[src/rtl/mc_ctrl_v2_if.sv]
// Control bus between the multi-cycle MIPS controller and its datapath.
// The controller takes the master side. The datapath (or a bench) takes the
// slave side: it drives the instruction fields, memory handshake and
// advance controls, and receives the decoded strobes and mux selects.
interface mc_ctrl_v2_if;
  logic       run;
  logic       step;
  logic [5:0] op;
  logic [5:0] funct;
  logic       mem_ready;

  logic [1:0] RegDst;
  logic       RegWrite;
  logic       ALUsrcA;
  logic [1:0] ALUsrcB;
  logic       ExtZero;
  logic [2:0] ALUop;
  logic       IorD;
  logic       IRwrite;
  logic       MemRead;
  logic       MemWrite;
  logic [1:0] MemToReg;
  logic       PCwrite;
  logic       PCWriteCond;
  logic       PCCondSrc;
  logic [1:0] PCsrc;
  logic [3:0] state;
  logic       halted;
  logic [1:0] err;

  modport master (
    input  run, step, op, funct, mem_ready,
    output RegDst, RegWrite, ALUsrcA, ALUsrcB, ExtZero, ALUop, IorD,
           IRwrite, MemRead, MemWrite, MemToReg, PCwrite, PCWriteCond,
           PCCondSrc, PCsrc, state, halted, err
  );

  modport slave (
    output run, step, op, funct, mem_ready,
    input  RegDst, RegWrite, ALUsrcA, ALUsrcB, ExtZero, ALUop, IorD,
           IRwrite, MemRead, MemWrite, MemToReg, PCwrite, PCWriteCond,
           PCCondSrc, PCsrc, state, halted, err
  );
endinterface

[src/rtl/mc_ctrl_v2.sv]
// Multi-cycle MIPS controller FSM for the shared-memory datapath.
// Supports R-type, lw/sw, beq/bne, j, optional immediate ALU ops and
// jal/jr, a memory ready handshake with a timeout, and run / single-step
// advance so the core can be clocked from the board oscillator.
// Mux selects are held in a registered control word chosen on entry to each
// state; write strobes are that word gated by the advance qualifier so that
// nothing is written on cycles where the FSM stands still.
module mc_ctrl_v2 #(
  parameter int MEM_TIMEOUT = 16,
  parameter bit HAS_IMM     = 1'b1,
  parameter bit HAS_JAL     = 1'b1
) (
  input  logic         clk,
  input  logic         rst,
  mc_ctrl_v2_if.master bus
);

  typedef enum logic [3:0] {
    S_FETCH  = 4'd0,
    S_DECODE = 4'd1,
    S_MEMADR = 4'd2,
    S_MEMRD  = 4'd3,
    S_MEMWB  = 4'd4,
    S_MEMWR  = 4'd5,
    S_EXEC   = 4'd6,
    S_RWB    = 4'd7,
    S_BRANCH = 4'd8,
    S_JUMP   = 4'd9,
    S_IEXEC  = 4'd10,
    S_IWB    = 4'd11,
    S_JAL    = 4'd12,
    S_JR     = 4'd13,
    S_HALT   = 4'd15
  } state_t;

  typedef struct packed {
    logic [1:0] RegDst;
    logic       RegWrite;
    logic       ALUsrcA;
    logic [1:0] ALUsrcB;
    logic       ExtZero;
    logic [2:0] ALUop;
    logic       IorD;
    logic       IRwrite;
    logic       MemRead;
    logic       MemWrite;
    logic [1:0] MemToReg;
    logic       PCwrite;
    logic       PCWriteCond;
    logic       PCCondSrc;
    logic [1:0] PCsrc;
    logic       halted;
  } ctrl_t;

  localparam logic [5:0] OP_RTYPE = 6'b000000;
  localparam logic [5:0] OP_J     = 6'b000010;
  localparam logic [5:0] OP_JAL   = 6'b000011;
  localparam logic [5:0] OP_BEQ   = 6'b000100;
  localparam logic [5:0] OP_BNE   = 6'b000101;
  localparam logic [5:0] OP_ADDI  = 6'b001000;
  localparam logic [5:0] OP_SLTI  = 6'b001010;
  localparam logic [5:0] OP_ANDI  = 6'b001100;
  localparam logic [5:0] OP_ORI   = 6'b001101;
  localparam logic [5:0] OP_LW    = 6'b100011;
  localparam logic [5:0] OP_SW    = 6'b101011;
  localparam logic [5:0] F_JR     = 6'b001000;

  // The wait counter only ever needs to hold MEM_TIMEOUT-1; the halt fires on
  // the advance that would make it reach MEM_TIMEOUT.
  localparam int CW = (MEM_TIMEOUT > 1) ? $clog2(MEM_TIMEOUT) : 1;
  localparam logic [CW-1:0] TO_LAST = (MEM_TIMEOUT > 0) ? CW'(MEM_TIMEOUT - 1) : '0;

  state_t        state_q, state_d;
  ctrl_t         ctrl_q;
  logic [1:0]    err_q, err_d;
  logic [CW-1:0] cnt_q, cnt_d;
  logic          step_q;
  logic          adv;
  logic          waitState;
  logic          illegal;

  // Control word for a state. The only op-dependent entries are the branch
  // condition select and the immediate ALU function; both are taken while op
  // (the IR) is stable.
  function automatic ctrl_t ctrlFor(input state_t s, input logic [5:0] opc);
    ctrl_t c;
    c = '0;
    case (s)
      S_FETCH: begin
        c.MemRead = 1'b1;
        c.ALUsrcB = 2'b01;
        c.IRwrite = 1'b1;
        c.PCwrite = 1'b1;
      end
      S_DECODE: c.ALUsrcB = 2'b11;
      S_MEMADR: begin
        c.ALUsrcA = 1'b1;
        c.ALUsrcB = 2'b10;
      end
      S_MEMRD: begin
        c.MemRead = 1'b1;
        c.IorD    = 1'b1;
      end
      S_MEMWB: begin
        c.MemToReg = 2'b01;
        c.RegWrite = 1'b1;
      end
      S_MEMWR: begin
        c.MemWrite = 1'b1;
        c.IorD     = 1'b1;
      end
      S_EXEC: begin
        c.ALUsrcA = 1'b1;
        c.ALUop   = 3'b010;
      end
      S_RWB: begin
        c.RegDst   = 2'b01;
        c.RegWrite = 1'b1;
      end
      S_BRANCH: begin
        c.ALUsrcA     = 1'b1;
        c.ALUop       = 3'b001;
        c.PCWriteCond = 1'b1;
        c.PCsrc       = 2'b01;
        c.PCCondSrc   = (opc == OP_BEQ);
      end
      S_JUMP: begin
        c.PCwrite = 1'b1;
        c.PCsrc   = 2'b10;
      end
      S_IEXEC, S_IWB: begin
        c.ALUsrcA  = 1'b1;
        c.ALUsrcB  = 2'b10;
        c.RegWrite = (s == S_IWB);
        case (opc)
          OP_SLTI: c.ALUop = 3'b101;
          OP_ANDI: begin
            c.ALUop   = 3'b011;
            c.ExtZero = 1'b1;
          end
          OP_ORI: begin
            c.ALUop   = 3'b100;
            c.ExtZero = 1'b1;
          end
          default: c.ALUop = 3'b000;
        endcase
      end
      S_JAL: begin
        c.RegDst   = 2'b10;
        c.MemToReg = 2'b10;
        c.RegWrite = 1'b1;
        c.PCwrite  = 1'b1;
        c.PCsrc    = 2'b10;
      end
      S_JR: begin
        c.ALUsrcA = 1'b1;
        c.PCwrite = 1'b1;
        c.PCsrc   = 2'b11;
      end
      S_HALT: c.halted = 1'b1;
      default: c = '0;
    endcase
    return c;
  endfunction

  // One advance per cycle in run mode, or one per rising edge of step;
  // nothing advances while reset is held.
  assign adv       = rst & (bus.run | (bus.step & ~step_q));
  assign waitState = (state_q == S_FETCH) || (state_q == S_MEMRD) || (state_q == S_MEMWR);

  // Next state, error code and memory wait counter.
  always_comb begin
    state_d = state_q;
    err_d   = err_q;
    cnt_d   = cnt_q;
    illegal = 1'b0;
    if (waitState && bus.mem_ready) cnt_d = '0;
    if (adv) begin
      case (state_q)
        S_FETCH, S_MEMRD, S_MEMWR: begin
          if (bus.mem_ready) begin
            if (state_q == S_FETCH)      state_d = S_DECODE;
            else if (state_q == S_MEMRD) state_d = S_MEMWB;
            else                         state_d = S_FETCH;
          end else if ((MEM_TIMEOUT != 0) && (cnt_q == TO_LAST)) begin
            state_d = S_HALT;
            err_d   = 2'b10;
          end else begin
            cnt_d = cnt_q + CW'(1);
          end
        end
        S_DECODE: begin
          case (bus.op)
            OP_RTYPE: begin
              if (bus.funct == F_JR) begin
                if (HAS_JAL) state_d = S_JR;
                else         illegal = 1'b1;
              end else begin
                state_d = S_EXEC;
              end
            end
            OP_LW, OP_SW:   state_d = S_MEMADR;
            OP_BEQ, OP_BNE: state_d = S_BRANCH;
            OP_J:           state_d = S_JUMP;
            OP_JAL: begin
              if (HAS_JAL) state_d = S_JAL;
              else         illegal = 1'b1;
            end
            OP_ADDI, OP_ANDI, OP_ORI, OP_SLTI: begin
              if (HAS_IMM) state_d = S_IEXEC;
              else         illegal = 1'b1;
            end
            default: illegal = 1'b1;
          endcase
          if (illegal) begin
            state_d = S_HALT;
            err_d   = 2'b01;
          end
        end
        S_MEMADR: state_d = (bus.op == OP_SW) ? S_MEMWR : S_MEMRD;
        S_EXEC:   state_d = S_RWB;
        S_IEXEC:  state_d = S_IWB;
        S_MEMWB, S_RWB, S_BRANCH, S_JUMP, S_IWB, S_JAL, S_JR: state_d = S_FETCH;
        S_HALT:   state_d = S_HALT;
        default:  state_d = S_HALT;
      endcase
    end
    if (state_d != state_q) cnt_d = '0;
  end

  // State, control word, error, wait counter and step edge register.
  always_ff @(posedge clk or negedge rst) begin
    if (!rst) begin
      state_q <= S_FETCH;
      ctrl_q  <= ctrlFor(S_FETCH, 6'b000000);
      err_q   <= 2'b00;
      cnt_q   <= '0;
      step_q  <= 1'b0;
    end else begin
      step_q  <= bus.step;
      state_q <= state_d;
      err_q   <= err_d;
      cnt_q   <= cnt_d;
      if (adv) ctrl_q <= ctrlFor(state_d, bus.op);
    end
  end

  // FETCH carries both IRwrite and PCwrite but may only commit them once
  // memory has delivered the instruction; the jump-style PC loads are
  // unconditional.
  assign bus.IRwrite     = adv & ctrl_q.IRwrite & bus.mem_ready;
  assign bus.PCwrite     = adv & ctrl_q.PCwrite & (~ctrl_q.IRwrite | bus.mem_ready);
  assign bus.RegWrite    = adv & ctrl_q.RegWrite;
  assign bus.MemWrite    = adv & ctrl_q.MemWrite;
  assign bus.PCWriteCond = adv & ctrl_q.PCWriteCond;

  assign bus.RegDst      = ctrl_q.RegDst;
  assign bus.ALUsrcA     = ctrl_q.ALUsrcA;
  assign bus.ALUsrcB     = ctrl_q.ALUsrcB;
  assign bus.ExtZero     = ctrl_q.ExtZero;
  assign bus.ALUop       = ctrl_q.ALUop;
  assign bus.IorD        = ctrl_q.IorD;
  assign bus.MemRead     = ctrl_q.MemRead;
  assign bus.MemToReg    = ctrl_q.MemToReg;
  assign bus.PCCondSrc   = ctrl_q.PCCondSrc;
  assign bus.PCsrc       = ctrl_q.PCsrc;
  assign bus.halted      = ctrl_q.halted;
  assign bus.state       = state_q;
  assign bus.err         = err_q;

endmodule
[src/flat_wrapper.sv]
// flat-port wrapper written by rule: the top's interface ports become plain ports
module mc_ctrl_v2_flat 
#(
  parameter int MEM_TIMEOUT = 16,
  parameter bit HAS_IMM     = 1'b1,
  parameter bit HAS_JAL     = 1'b1
)
  (clk, rst, bus_run, bus_step, bus_op, bus_funct, bus_mem_ready, bus_RegDst, bus_RegWrite, bus_ALUsrcA, bus_ALUsrcB, bus_ExtZero, bus_ALUop, bus_IorD, bus_IRwrite, bus_MemRead, bus_MemWrite, bus_MemToReg, bus_PCwrite, bus_PCWriteCond, bus_PCCondSrc, bus_PCsrc, bus_state, bus_halted, bus_err);
  mc_ctrl_v2_if bus_i ();
  input  logic clk;
  input  logic rst;
  input wire logic [$bits(bus_i.run)-1:0] bus_run;
  input wire logic [$bits(bus_i.step)-1:0] bus_step;
  input wire logic [$bits(bus_i.op)-1:0] bus_op;
  input wire logic [$bits(bus_i.funct)-1:0] bus_funct;
  input wire logic [$bits(bus_i.mem_ready)-1:0] bus_mem_ready;
  output wire logic [$bits(bus_i.RegDst)-1:0] bus_RegDst;
  output wire logic [$bits(bus_i.RegWrite)-1:0] bus_RegWrite;
  output wire logic [$bits(bus_i.ALUsrcA)-1:0] bus_ALUsrcA;
  output wire logic [$bits(bus_i.ALUsrcB)-1:0] bus_ALUsrcB;
  output wire logic [$bits(bus_i.ExtZero)-1:0] bus_ExtZero;
  output wire logic [$bits(bus_i.ALUop)-1:0] bus_ALUop;
  output wire logic [$bits(bus_i.IorD)-1:0] bus_IorD;
  output wire logic [$bits(bus_i.IRwrite)-1:0] bus_IRwrite;
  output wire logic [$bits(bus_i.MemRead)-1:0] bus_MemRead;
  output wire logic [$bits(bus_i.MemWrite)-1:0] bus_MemWrite;
  output wire logic [$bits(bus_i.MemToReg)-1:0] bus_MemToReg;
  output wire logic [$bits(bus_i.PCwrite)-1:0] bus_PCwrite;
  output wire logic [$bits(bus_i.PCWriteCond)-1:0] bus_PCWriteCond;
  output wire logic [$bits(bus_i.PCCondSrc)-1:0] bus_PCCondSrc;
  output wire logic [$bits(bus_i.PCsrc)-1:0] bus_PCsrc;
  output wire logic [$bits(bus_i.state)-1:0] bus_state;
  output wire logic [$bits(bus_i.halted)-1:0] bus_halted;
  output wire logic [$bits(bus_i.err)-1:0] bus_err;
  assign bus_i.run = bus_run;
  assign bus_i.step = bus_step;
  assign bus_i.op = bus_op;
  assign bus_i.funct = bus_funct;
  assign bus_i.mem_ready = bus_mem_ready;
  assign bus_RegDst = bus_i.RegDst;
  assign bus_RegWrite = bus_i.RegWrite;
  assign bus_ALUsrcA = bus_i.ALUsrcA;
  assign bus_ALUsrcB = bus_i.ALUsrcB;
  assign bus_ExtZero = bus_i.ExtZero;
  assign bus_ALUop = bus_i.ALUop;
  assign bus_IorD = bus_i.IorD;
  assign bus_IRwrite = bus_i.IRwrite;
  assign bus_MemRead = bus_i.MemRead;
  assign bus_MemWrite = bus_i.MemWrite;
  assign bus_MemToReg = bus_i.MemToReg;
  assign bus_PCwrite = bus_i.PCwrite;
  assign bus_PCWriteCond = bus_i.PCWriteCond;
  assign bus_PCCondSrc = bus_i.PCCondSrc;
  assign bus_PCsrc = bus_i.PCsrc;
  assign bus_state = bus_i.state;
  assign bus_halted = bus_i.halted;
  assign bus_err = bus_i.err;
  mc_ctrl_v2 #(.MEM_TIMEOUT(MEM_TIMEOUT), .HAS_IMM(HAS_IMM), .HAS_JAL(HAS_JAL)) u_core (.clk(clk), .rst(rst), .bus(bus_i));
endmodule
[config.mk]
export PLATFORM = sky130hd
export DESIGN_NAME = mc_ctrl_v2_flat
export DESIGN_NICKNAME = d
export VERILOG_FILES = /design/src/rtl/mc_ctrl_v2_if.sv /design/src/rtl/mc_ctrl_v2.sv /design/src/flat_wrapper.sv
export SDC_FILE = /design/constraint.sdc
export NUM_CORES = 1
export LEC_CHECK = 0
export CAP_MARGIN = 5
export CORE_MARGIN = 2
export CORE_UTILIZATION = 45
export CTS_CLUSTER_SIZE = 40
export DETAILED_ROUTE_END_ITERATION = 8
export PLACE_DENSITY = 0.71
export SYNTH_ARGS = -nofsm -noshare
export SYNTH_HDL_FRONTEND = slang
export SYNTH_SLANG_ARGS = --single-unit
[constraint.sdc]
create_clock -name clk -period 4 [get_ports clk]
set_input_delay 0.8 -clock clk [delete_from_list [all_inputs] [get_ports clk]]
set_output_delay 0.8 -clock clk [all_outputs]
set_load 0.02 [all_outputs]
* After elaboration in Yosys (flattened, before gate mapping)
Index checks and enable logic that the tools add are counted.
** Word-level totals
- Output and inout bits :: 28
- Bits in registers :: 33
** Cells by class
- Muxes and demuxes :: 40
- Equal/unequal tests :: 43
- $add $sub $neg :: 1
- Bitwise logic cells :: 13
- Reduce and logical (&&, ||, !) cells :: 23
** Operators by type and width (count)
- 4-bit equality test, second input constant :: 14
- 4-bit 2-to-1 mux :: 12
- 4-bit case mux with 6 select lines :: 2
- 4-bit by 3-bit equality test with 1-bit output, second input constant :: 8
- 6-bit by 4-bit equality test with 1-bit output, second input constant :: 5
- 3-bit case mux with 3 select lines :: 2
- 4-bit by 2-bit equality test with 1-bit output, second input constant :: 4
- 2-bit OR reduction :: 7
- 6-bit by 2-bit equality test with 1-bit output, second input constant :: 2
- 6-bit by 3-bit equality test with 1-bit output, second input constant :: 2
- 6-bit equality test, second input constant :: 2
- 1-bit 2-to-1 mux :: 12
- 2-bit case mux with 2 select lines :: 3
- 2-bit case mux with 3 select lines :: 2
- 11-bit OR reduction :: 1
- 1-bit AND :: 9
- 3-bit OR reduction :: 3
- 4-bit by 1-bit equality test with 1-bit output, second input constant :: 2
- 4-bit logical NOT :: 2
- 2-bit 2-to-1 mux :: 4
- 4-bit OR reduction :: 2
- 7-bit OR reduction :: 1
- 6-bit logical NOT :: 1
- 3-bit 2-to-1 mux :: 2
- 12 further kinds :: 16

* Longest topological paths before layout
Gate-level depths: netlist (run 1).
- Word-level depth :: 11
- Mapped depth :: 10

* Least setup slack after synthesis (run 1)
Ideal clock, no wire load.
- Path type :: in2out
- Start :: input port bus_step
- End :: output port bus_IRwrite
- Path buffers :: 2
- Cell stages on the path :: 5
- Arrival :: 1.966 ns
- Data required time :: 3.200 ns
- Setup slack :: 1.234 ns
- Cells stage by stage :: nor2b_1 o21ai_0 clkbuf_1 clkbuf_1 nor3_1
** On the way
- Longest elaborated chain between the ends :: 5
** RTL lines
- start, declared :: line flat_wrapper.sv:13 : input wire logic [$bits(bus_i.step)-1:0] bus_step;
- 1-bit AND :: line mc_ctrl_v2.sv:168 : assign adv = rst & (bus.run | (bus.step & ~step_q));
- 1-bit OR :: line mc_ctrl_v2.sv:168
- 1-bit AND :: line mc_ctrl_v2.sv:168
- 1-bit AND (2 in series) :: line mc_ctrl_v2.sv:251 : assign bus.IRwrite = adv & ctrl_q.IRwrite & bus.mem_ready;
- end, declared :: line flat_wrapper.sv:24 : output wire logic [$bits(bus_i.IRwrite)-1:0] bus_IRwrite;
No other way between the ends.

* Worst setup path after layout (run 1)
- Start :: input port bus_mem_ready
- End :: output port bus_IRwrite
** On the way
- Longest elaborated chain between the ends :: 1
** RTL lines
- start, declared :: line flat_wrapper.sv:16 : input wire logic [$bits(bus_i.mem_ready)-1:0] bus_mem_ready;
- 1-bit AND :: line mc_ctrl_v2.sv:251
No other way between the ends.

==> results.yml, run 1 <==
cts:
  cts_resized: 0
  clock_path_buffers: 2
  cts_sinks: 32
  insertion_delay_ns: 0.29
  cts-hold-fix-buffers: 0
  cts_max_level: 2
  cts_tree: "yes"
  cts_setup_buffers: 0
  cts.clk_slew.worst_paths_ns: 0.07
  clockRootBuffer: "clkbuf_8"
  cts_buffers: 5
critical_path:
  critPathBufInv: 3
  cpMostUsedCell: "clkdlybuf4s50_1"
  crit_chain: "clkdlybuf4s50_1 > inv_2 > nor3_1 > clkdlybuf4s50_1"
  cp.arrival_ns: 2.60
  cpLargestDelayFamily: "buffers and inverters"
  path_max_fanout: 14
  critPathKind: "in2out"
  slowest_delay_ns: 0.79
  crit_slowest_cell: "clkdlybuf4s50_1"
  cp-start-kind: "primary input"
  end_kind: "output port"
  worst-endpoint-required_ns: 3.20
placement:
  hpwlAfterDp_microns: 3860
  routabilityCongestion: 0.902
  dpl_cell_area_sq_um: 2620
  portBuffers: 44
global_routing:
  overflow: 0
  grt_max_degree: 28
  grt_use_total_pct: 21.0
  antenna_found_initial: 0
  grt_pass1_wl_microns: 8910
  grt_pass1_vias: 1889
drt:
  m1WireLength_microns: 2450
  wl_per_cell_microns: 14.8
  drt_iter0_markers: 205
  remaining_drc_errors: 0
  dr_total_vias: 2002
  antenna_left: 0
  first_pass_iters: 4
  vias_per_cell: 5.66
  wl_met3_microns: 302
  drt_wl_total_microns: 5240
  maxUsedRoutingLayer: "met4"
  wl_met2_microns: 2430
final_layout:
  layout-drive-gt1-share_pct: 15.3
  fin_nets: 304
  layout_common_cells: "44 x clkdlybuf4s50_1, 28 x dfrtp_1, 27 x nand2_1"
  fillers: 443
  layout_commonest_cell: "clkdlybuf4s50_1"
  fin_area_sq_um: 2740
  antennaDiodeCount: 0
  syn2layout_area_growth_pct: 22.9
floorplan:
  start_util_pct: 46.8
  die_height_microns: 74.3
  dieArea_sq_um: 5520
  fp.coreArea_sq_um: 4750
  io_pins: 45
  die_w_microns: 74.3
  rows: 25
timing:
  drv_slew: 0
  final.setup.tns_ns: 0
  post-route-period-util_pct: 85.1
  min_period_ns: 3.40
  grt_setup_unrepaired: "false"
  finalSetupViolCount: 0
  max_slew.worst_pin.slew_ns: 0.641
  slew-limit-headroom_pct: 57.2
  finClkSkew_ns: 0.00285
  hold_viol: 0
  fmax_mhz: 294
synthesis:
  avgSynthCellArea_sq_um: 8.72
  syn-cell-area_sq_um: 2220
  syn_nets: 273
  synth-main-ff-cell: "dfrtp_1"
  syn_inst: 255
  yosys_register_bits: 32
  yosys_warnings: 0
  ys_seq_area_share_pct: 36.2
  synthDistinctLibCells: 65
  synthArstFlopShare_pct: 100
  synth_edf_count: 0
power_and_ir_drop:
  ir_drop_uv: 304
  leakage_nw: 1.08
  pwr_density_cell_nw_per_um2: 673
flow_run:
  cap_violations: 0
worst_hold_path:
  hp-class: "reg2reg"
outcome:
  status: "finished clean"
==> through the flow <==
stage | utilization (%) | std cells | power (mW) | hold slack, ns | setup slack, ns
after floorplan | - | 255 | 1.27 | 0.440 | 1.23
after global placement | 55.2 | 346 | 1.51 | 0.461 | 0.525
after detailed placement | 55.2 | 346 | 1.53 | 0.466 | 0.499
after CTS | 57.5 | 354 | 1.85 | 0.483 | 0.593
after global routing | 57.5 | 354 | 1.97 | 0.515 | 0.491
final | 57.5 | 354 | 1.84 | 0.480 | 0.597
==> cell type report <==
type	instances	area, sq um	share of cell area, %
clock buffers	5	68.8	2.52
clock inverters	3	42.5	1.56
inverters	10	40.0	1.46
multi-input cells	185	1190	43.6
flip-flops and latches	32	806	29.5
well taps	67	83.8	3.06
repair buffers	52	500	18.3
==> final timing paths <==
check	startpoint	end	slack (ns)	cells after the start
min in group asynchronous	rst	u_core.step_q$_DFF_PN0_	0.87	2
worst min-delay path	u_core.bus.ALUop[0]$_DFFE_PN0P_	u_core.bus.ALUop[0]$_DFFE_PN0P_	0.48	1
worst min register to register	u_core.bus.ALUop[0]$_DFFE_PN0P_	u_core.bus.ALUop[0]$_DFFE_PN0P_	0.48	1
worst max-delay path	bus_mem_ready	bus_IRwrite	0.60	4
worst max register to register	u_core.bus.state[1]$_DFF_PN0_	u_core.bus.ExtZero$_DFFE_PN0P_	1.32	6
max in group asynchronous	rst	u_core.ctrl_q[10]$_DFFE_PN1P_	2.75	2
==> where the power goes <==
group / internal, mW / switching [mW] / total (mW)
clock: 0.184 / 0.131 / 0.315
combinational: 0.418 / 0.546 / 0.964
sequential: 0.430 / 0.132 / 0.562
==> cells in the mapped netlist, types with 3 or more instances <==
cell type,n,area [sq um]
dfrtp_1,28,701
o31ai_1,6,45.0
dfstp_2,4,105
and2_1,7,43.8
nor2b_1,3,18.8
mux2i_1,4,40.0
a22o_1,4,35.0
o21ai_1,5,25.0
a21oi_1,10,50.1
a31oi_1,7,43.8
buf_4,18,135
nor3_1,7,35.0
nand2_1,27,101
nand2b_1,3,18.8
inv_1,7,26.3
xnor2_1,4,35.0
nor4_1,7,43.8
clkbuf_1,6,22.5
o21ai_0,17,85.1
nor2_1,21,78.8
==> routing by layer <==
layer | up-vias | GRT usage, %
li1 | 980 | -
met1 | 942 | 29.4
met2 | 75 | 32.6
met3 | 5 | 4.07
met4 | 0 | 7.54
met5 | - | 0
==> worst register-to-register path: cells and delay by family, from the launching register on <==
kind / cells / cell delay [ns]
flip-flops: 1 / 0.61
AO/OA/AOI/OAI: 4 / 1.35
AND/OR/NAND/NOR: 2 / 0.59
==> registers in the layout, indices dropped and copies added (netlist names), 2 cells and up <==
name / flops
u_core.bus.ALUsrcB: 2
u_core.bus.err: 2
u_core.bus.state: 4
u_core.bus.ALUop: 3
u_core.bus.PCsrc: 2
u_core.cnt_q: 4
u_core.bus.MemToReg: 2
u_core.ctrl_q: 5
==> kinds of logic (layout without fill, tap and decap cells) <==
family | count (synthesis) | in the layout | synth area share [%]
multiplexers | 5 | 5 | 2.31
XOR/XNOR | 6 | 6 | 2.36
AO/OA/AOI/OAI | 75 | 75 | 24.7
buffers and inverters | 38 | 70 | 10.3
adder cells (fa/ha/maj) | 1 | 1 | 0.562
AND/OR/NAND/NOR | 98 | 98 | 23.6
flip-flops | 32 | 32 | 36.2
(Power assumes the default switching activity.)
==> run 2, diff against run 1 <==
--- a/config.mk
+++ b/config.mk
@@ -10,7 +10,8 @@
 export CORE_UTILIZATION = 45
 export CTS_CLUSTER_SIZE = 40
 export DETAILED_ROUTE_END_ITERATION = 8
-export PLACE_DENSITY = 0.71
+export PLACE_DENSITY = 0.74
+export SLEW_MARGIN = 10
 export SYNTH_ARGS = -nofsm -noshare
 export SYNTH_HDL_FRONTEND = slang
 export SYNTH_SLANG_ARGS = --single-unit
==> constraint.sdc (replaced) <==
create_clock -name clk -period 3 [get_ports clk]
set_input_delay 0.6 -clock clk [delete_from_list [all_inputs] [get_ports clk]]
set_output_delay 0.6 -clock clk [all_outputs]
set_load 0.02 [all_outputs]
==> run 2 against run 1 <==
Against the previous run:
- cell area grew 5.4%
- non-clock buffer count grew 20
- final cell count grew 5.6%
- first-iteration DRC count shrank 32%
- largest power group unchanged
==> results.yml, run 2 (same netlist as run 1, synthesis figures left out) <==
drt:
  first_pass_iters: 6
  antenna_left: 0
  wl_per_cell_microns: 15.3
  vias_per_cell: 5.69
  drt_iter0_markers: 139
  remaining_drc_errors: 0
  drt_wl_total_microns: 5740
  dr_total_vias: 2128
power_and_ir_drop:
  ir_drop_uv: 331
  pwr_density_cell_nw_per_um2: 888
  leakage_nw: 1.18
timing:
  finalSetupViolCount: 0
  fmax_mhz: 344
  post-route-period-util_pct: 96.8
  slew-limit-headroom_pct: 64.1
  hold_viol: 0
  drv_slew: 0
  max_slew.worst_pin.slew_ns: 0.534
  min_period_ns: 2.90
  grt_setup_unrepaired: "false"
  finClkSkew_ns: 0.0116
  finalWorstSetupSlack_ns: 0.0952
critical_path:
  critPathKind: "in2out"
  rr_startpoint: "u_core.bus.state[0]$_DFF_PN0_"
  worst-endpoint-required_ns: 2.40
  rr_worst_depth: 9
  end_kind: "output port"
  cp.arrival_ns: 2.30
  cp-start-kind: "primary input"
  path_max_fanout: 6
  r2r_slack_ns: 0.48
  worst_r2r_endpoint: "u_core.bus.ALUop[0]$_DFFE_PN0P_"
placement:
  portBuffers: 44
  preCtsSetupSlack_ns: -0.105
  hpwlAfterDp_microns: 4430
  dpl_cell_area_sq_um: 2770
  routabilityCongestion: 0.937
global_routing:
  grt_pass1_vias: 1974
  grt_use_total_pct: 22.3
  grt_pass1_wl_microns: 9410
  grt_max_degree: 28
  antenna_found_initial: 0
  overflow: 0
cts:
  cts_resized: 0
  insertion_delay_ns: 0.29
  cts_sinks: 32
  cts_setup_buffers: 0
  cts_max_level: 2
  cts.clk_slew.worst_paths_ns: 0.07
  clockRootBuffer: "clkbuf_8"
  clock_path_buffers: 2
  cts-hold-fix-buffers: 0
  cts_tree: "yes"
  cts_buffers: 5
outcome:
  status: "finished clean"
floorplan:
  fp.coreArea_sq_um: 4750
  start_util_pct: 46.8
  die_w_microns: 74.3
  rows: 25
  die_height_microns: 74.3
  io_pins: 45
  dieArea_sq_um: 5520
final_layout:
  fin_util_pct: 60.6
  syn2layout_area_growth_pct: 29.6
  antennaDiodeCount: 0
  layout_common_cells: "44 x clkdlybuf4s50_1, 28 x buf_4, 28 x dfrtp_1"
  fin_area_sq_um: 2880
  largest_reg_flops: 5
  fin_nets: 324
  layout-drive-gt1-share_pct: 20.8
  largest-register: "u_core.ctrl_q"
  fillers: 429
  layout_commonest_cell: "clkdlybuf4s50_1"
worst_hold_path:
  hold_start: "u_core.ctrl_q[4]$_DFFE_PN0P_"
  hold_path_end: "u_core.ctrl_q[4]$_DFFE_PN0P_"
  hp-class: "reg2reg"
  holdPathStages: 1
flow_run:
  cap_violations: 0
run 2: cell count changes in the layout (fill, tap and decap cells not counted), sizes merged:
| cell | before | now |
|---|---|---|
| clkinvlp | 1 | 0 |
| clkbuf | 5 | 6 |
| buf | 8 | 28 |
run 2: how the worst max path moves through the flow:
stage	startpoint	to	slack, ns	cells past startpoint
after floorplan	bus_step	bus_IRwrite	0.63	5
after global placement	bus_op[1]	u_core.bus.ALUop[0]$_DFFE_PN0P_	-0.04	10
after detailed placement	bus_op[1]	u_core.bus.ALUop[1]$_DFFE_PN0P_	-0.11	10
after CTS	bus_step	bus_PCWriteCond	0.04	5
after global routing	rst	bus_IRwrite	0.01	5
final	rst	bus_IRwrite	0.1	5
run 2: power breakdown:
part / switching [mW] / internal (mW)
registers: 0.131 / 0.575
clock network: 0.166 / 0.246
logic: 0.813 / 0.629
run 2: layout make-up:
class / instances / area [sq um] / area share (%)
Clock inverter: 2 / 35.0 / 1.22
Inverter: 10 / 40.0 / 1.39
Tap cell: 67 / 83.8 / 2.91
Sequential cell: 32 / 806 / 28.0
Multi-Input combinational cell: 185 / 1190 / 41.4
Timing Repair Buffer: 72 / 651 / 22.6
Clock buffer: 6 / 72.6 / 2.52
run 2: metrics by stage:
stage / cells / hold slack [ns] / TNS (ns) / total power [mW]
finish: 374 / 0.470 / 0 / 2.56
global route: 374 / 0.490 / 0 / 2.72
CTS: 374 / 0.475 / 0 / 2.55
detailed placement: 366 / 0.461 / -0.311 / 2.14
global placement: 366 / 0.457 / -0.107 / 2.10
floorplan: 255 / 0.304 / 0 / 1.70
run 2: critical path, cell delays in order:
cell and delay (ns):
clkdlybuf4s50_1 0.58, buf_4 0.20, o21ai_2 0.10, nor3_1 0.17, clkdlybuf4s50_1 0.64
run 2: per-layer routing:
layer | share of wire [%] | vias up | GRT usage [%]
met3 | 4.5 | 9 | 3.79
met1 | 46 | 1024 | 30.3
met4 | 1.6 | 0 | 7.94
li1 | - | 1020 | -
met2 | 48 | 75 | 36.0
met5 | 0 | - | 0
